File: config.mk
export PLATFORM = sky130hd
export DESIGN_NAME = tchk_notifier_monitor
export DESIGN_NICKNAME = d
export VERILOG_FILES = /design/src/rtl/tchk_notifier_monitor.sv
export SDC_FILE = /design/constraint.sdc
export NUM_CORES = 1
export LEC_CHECK = 0
export CAP_MARGIN = 20
export CORE_MARGIN = 1.5
export CORE_UTILIZATION = 53
export CTS_BUF_LIST = sky130_fd_sc_hd__clkbuf_8 sky130_fd_sc_hd__clkbuf_16
export DETAILED_ROUTE_END_ITERATION = 12
export PLACE_DENSITY_LB_ADDON = 0.12
export RECOVER_POWER = 100
export SYNTH_ARGS = -nofsm -noshare
export SYNTH_HDL_FRONTEND = slang
export SYNTH_SLANG_ARGS = --single-unit
File: constraint.sdc
create_clock -name clk -period 2 [get_ports clk]
set_input_delay 0.4 -clock clk [delete_from_list [all_inputs] [get_ports clk]]
set_output_delay 0.4 -clock clk [all_outputs]
set_load 0.02 [all_outputs]
File: src/rtl/tchk_notifier_monitor.sv
// Timing-check notifier reader: synchronizes the notifier, counts its toggles as violations,
// stamps the first one since clear and raises an interrupt held until acknowledged.
module tchk_notifier_monitor #(
    parameter int CNT_W       = 8,
    parameter int TS_W        = 16,
    parameter int SYNC_STAGES = 2
) (
    input  logic             clk,
    input  logic             rst,
    input  logic             notifier,
    input  logic             en,
    input  logic             clr,
    input  logic             irq_ack,
    output logic [CNT_W-1:0] viol_cnt,
    output logic             viol_sat,
    output logic [TS_W-1:0]  first_ts,
    output logic             ts_valid,
    output logic             irq
);

    typedef enum logic [1:0] {IDLE, ARMED, PENDING} state_t;

    localparam logic [CNT_W-1:0] CNT_MAX = '1;
    localparam logic [CNT_W-1:0] CNT_PRE = CNT_MAX - CNT_W'(1);

    state_t                 state;
    logic [SYNC_STAGES-1:0] sync_r;
    logic                   sync_q;
    logic                   prev;
    logic                   viol_evt;
    logic [TS_W-1:0]        ts_ctr;

    assign sync_q = sync_r[SYNC_STAGES-1];
    // prev follows sync_q even while disabled, so re-arming never sees a stale toggle.
    assign viol_evt = en & ~clr & (sync_q ^ prev);

    // NOTE: all state below uses non-blocking assignments so every flop samples pre-edge values.
    always_ff @(posedge clk or posedge rst) begin
        if (rst) begin
            sync_r <= '0;
            prev   <= 1'b0;
        end else begin
            sync_r <= {sync_r[SYNC_STAGES-2:0], notifier};
            prev   <= sync_q;
        end
    end

    always_ff @(posedge clk or posedge rst) begin
        if (rst) begin
            ts_ctr   <= '0;
            viol_cnt <= '0;
            viol_sat <= 1'b0;
            first_ts <= '0;
            ts_valid <= 1'b0;
        end else if (clr) begin
            ts_ctr   <= '0;
            viol_cnt <= '0;
            viol_sat <= 1'b0;
            first_ts <= '0;
            ts_valid <= 1'b0;
        end else begin
            ts_ctr <= ts_ctr + TS_W'(1);
            if (viol_evt) begin
                if (!ts_valid) begin
                    first_ts <= ts_ctr;
                    ts_valid <= 1'b1;
                end
                if (viol_cnt != CNT_MAX) viol_cnt <= viol_cnt + CNT_W'(1);
                if (viol_cnt == CNT_PRE) viol_sat <= 1'b1;
            end
        end
    end

    // An ack coinciding with a fresh event keeps PENDING so the new interrupt is not lost.
    always_ff @(posedge clk or posedge rst) begin
        if (rst) begin
            state <= IDLE;
            irq   <= 1'b0;
        end else if (clr) begin
            state <= en ? ARMED : IDLE;
            irq   <= 1'b0;
        end else if (!en) begin
            state <= IDLE;
            irq   <= 1'b0;
        end else begin
            case (state)
                IDLE: begin
                    state <= ARMED;
                    irq   <= 1'b0;
                end
                ARMED: begin
                    if (viol_evt) begin
                        state <= PENDING;
                        irq   <= 1'b1;
                    end
                end
                PENDING: begin
                    if (irq_ack && !viol_evt) begin
                        state <= ARMED;
                        irq   <= 1'b0;
                    end
                end
                default: begin
                    state <= IDLE;
                    irq   <= 1'b0;
                end
            endcase
        end
    end

endmodule

==> results.sh <==
export IMPL_status="completed"
export IMPL_clockRootBuffer="clkbuf_8"
export IMPL_end_kind="output pin"
export IMPL_die_w_um=66.2
export IMPL_ys_dominant_reg_cell="dfrtp_1"
export IMPL_grt_pass1_vias=1635
export IMPL_slew_headroom_pct=25.2
export IMPL_fin_skew_ps=4.81
export IMPL_grtUsageTotal_pct=22.3
export IMPL_antenna_found_initial=0
export IMPL_seqCellArea_mm2=0.00118
export IMPL_synth_area_leaders="dfrtp_1 56%, nand2_1 6.6%, xnor2_1 3.7%"
export IMPL_period_needed_ps=1890
export IMPL_p_leak_nw=1.13
export IMPL_clockBufferDepth=2
export IMPL_synth_edf_count=0
export IMPL_max_cap_viol_count=0
export IMPL_nets=263
export IMPL_cts_buffers=5
export IMPL_required_ps=1600
export IMPL_area_delta_synth_final_pct=21.8
export IMPL_crit_type="flip-flop to output pin"
export IMPL_dieHeight_um=66.2
export IMPL_rsz0062_at_grt="false"
export IMPL_n_antenna_cell=0
export IMPL_place_area_mm2=0.00254
export IMPL_synth_most_common_cell="dfrtp_1"
export IMPL_postCtsHoldBufs=0
export IMPL_clock_sinks=47
export IMPL_synth_top_cell_area_share_pct=55.6
export IMPL_synthMuxAreaShare_pct=0
export IMPL_synth_async_reset_ratio_pct=100
export IMPL_cts_setup_buffers=0
export IMPL_synth_xor_area_share_pct=6.57
export IMPL_slew_violations=0
export IMPL_stdcell_count=301
export IMPL_synth_top_cell_by_area="dfrtp_1"
export IMPL_drtIter0Drc=76
export IMPL_grt_start_max_net_pins=48
export IMPL_htree_num_levels=2
export IMPL_core_mm2=0.00374
export IMPL_grt_pass1_wl_um=7390
export IMPL_setup_viol=0
export IMPL_via_per_inst=5.47
export IMPL_fmax_mhz=530
export IMPL_slowest_delay_ps=710
export IMPL_startpoint_type="flip-flop"
export IMPL_num_rows=22
export IMPL_layout_worst_path_cycle_share_pct=94.4
export IMPL_cts_clk_slew_worst_paths_ps=80
export IMPL_synth_distinct_cells=37
export IMPL_finalSetupTns_ps=0
export IMPL_design_area_mm2=0.00258
export IMPL_wl_um=4110
export IMPL_critPathBufInv=1
export IMPL_yosys_area_share_simple_pct=20.4
export IMPL_place_inst=295
export IMPL_fin_hold_ws_ps=358
export IMPL_timing_final_hold_violations=0
export IMPL_cts_resized=0
export IMPL_grt_remaining_overflow=0
export IMPL_yosysWarnings=0
export IMPL_clk_latency_ps=290
export IMPL_ant_nets=0
export IMPL_place_gp_congestion=0.780
export IMPL_cp_slowest_cell="dlygate4sd3_1"
export IMPL_fillCellCount=321
export IMPL_cp_cell_sequence="dlygate4sd3_1"
export IMPL_ioPinCount=33
export IMPL_worst_pin_slew_ps=1120
export IMPL_ys_top_cells_by_count="47 x dfrtp_1, 37 x nand2_1, 20 x nor2_1"
export IMPL_powerDensity_mw_per_mm2=638
export IMPL_drc=0
export IMPL_seq_area_frac_synth_pct=55.6
export IMPL_synth_compound_area_share_pct=12.8
export IMPL_layout_drive_gt1_share_pct=4.35
export IMPL_hpwl_um=2860
export IMPL_crit_arrival_ps=1490
export IMPL_yosys_area_share_adder_pct=1.78
export IMPL_ir_worst_vdd_mv=0.434
export IMPL_netlist_area_mm2=0.00211
export IMPL_io_buffers=32
export IMPL_synth_seq_cells=47
export IMPL_wl_per_cell_um=13.6
export IMPL_path_max_fanout=8
export IMPL_die_area_mm2=0.00438
export IMPL_synth_top_family_by_area="simple AND/OR/NAND/NOR gates"
export IMPL_syn_avg_cell_area_um2=9.74
export IMPL_hold_path_class="flip-flop to flip-flop"
export IMPL_drt_first_pass_iters=4
export IMPL_cts_tree="built"
export IMPL_route_vias_total=1647
export IMPL_synth_nets=226
export IMPL_start_util_pct=56.5
export IMPL_multi_input_area_um2=870
export IMPL_synth_cells=217
export IMPL_cp_top_family="buffers and inverters"
==> worst reg2reg max path, stage by stage, from the launching register on <==
cell      delay, ps
dfrtp_1         440
ha_1            270
nand3_1         160
o211ai_4        130
or4_1           520
a21oi_1         150
==> placed cells by master (no fill, tap or decap), types with 2 or more instances in the layout <==
| cell type | count |
|---|---|
| nand4_1 | 5 |
| o21ai_0 | 15 |
| clkdlybuf4s50_1 | 3 |
| nor3_1 | 5 |
| xor2_1 | 6 |
| a21oi_1 | 9 |
| clkbuf_1 | 3 |
| dlygate4sd3_1 | 29 |
| buf_4 | 2 |
| o211ai_1 | 2 |
| a211oi_1 | 2 |
| clkbuf_8 | 5 |
| nor2_1 | 20 |
| xnor2_1 | 9 |
| a31oi_1 | 2 |
| dfrtp_1 | 47 |
| or3_1 | 2 |
| ha_1 | 3 |
| inv_1 | 7 |
| nand2_1 | 37 |
| o31ai_1 | 5 |
| nor4_1 | 2 |
| nand3_1 | 13 |
| and3_1 | 2 |
==> layout make-up <==
cell class                      instances  share of cell area (%)
Sequential cell                        47                    45.7
Multi-Input combinational cell        154                    33.8
Timing Repair Buffer                   39                    14.4
Clock buffer                            5                    2.67
Tap cell                               48                    2.33
Inverter                                7                    1.02
Clock inverter                          1                   0.146
==> kinds of logic (layout without fill, tap and decap cells) <==
logic type / after synthesis / count (layout)
and+or+nand+nor: 94 / 94
buffers and inverters: 16 / 52
adders and majority gates: 3 / 3
DFF: 47 / 47
xor gates and xnor gates: 15 / 15
AOI/OAI and AO/OA: 42 / 42
==> path summary, 6_finish.rpt <==
check                      depth (start not counted)                      end  slack, ps                    start
min                                                0      sync_r[1]$_DFF_PP0_        360      sync_r[0]$_DFF_PP0_
max                                                1              viol_cnt[3]        110  viol_cnt[3]$_DFFE_PP0P_
min in group asynchronous                          3      sync_r[1]$_DFF_PP0_        920                      rst
max in group asynchronous                          3     ts_ctr[15]$_DFF_PP0_        410                      rst
max reg2reg                                        5  viol_cnt[7]$_DFFE_PP0P_        260  viol_cnt[0]$_DFFE_PP0P_
min reg2reg                                        0      sync_r[1]$_DFF_PP0_        360      sync_r[0]$_DFF_PP0_
==> metrics by stage <==
stage / total power, W / worst slack, ps / utilization, %
finish: 0.00164 / 112 / 68.8
global route: 0.00172 / 70.0 / 68.8
CTS: 0.00168 / 113 / 69.9
detailed placement: 0.00117 / 14.0 / 67.9
global placement: 0.00117 / 43.9 / 67.9
floorplan: 0.00110 / 300 / -
==> power breakdown <==
group,switching (W),total [W],internal (W)
clock,0.000281,0.000509,0.000228
combinational,0.0000921,0.000146,0.0000537
sequential,0.0000201,0.000988,0.000968
==> metal layers <==
layer	part of all wire, %	track usage (%)	vias to the layer above	wire [um]
met5	0	0	-	0
met4	1.1	6.12	0	44
met3	3.6	5.79	4	147
met2	48	36.3	28	1970
met1	47	29.7	787	1950
li1	-	-	828	-
==> flip-flops by register name, summed over array words and instances, names as in the netlist <==
register / flops
viol_sat: 1
prev: 1
viol_cnt: 8
ts_ctr: 16
state: 1
irq: 1
ts_valid: 1
sync_r: 2
first_ts: 16
Power figures use the tool's default switching activity.
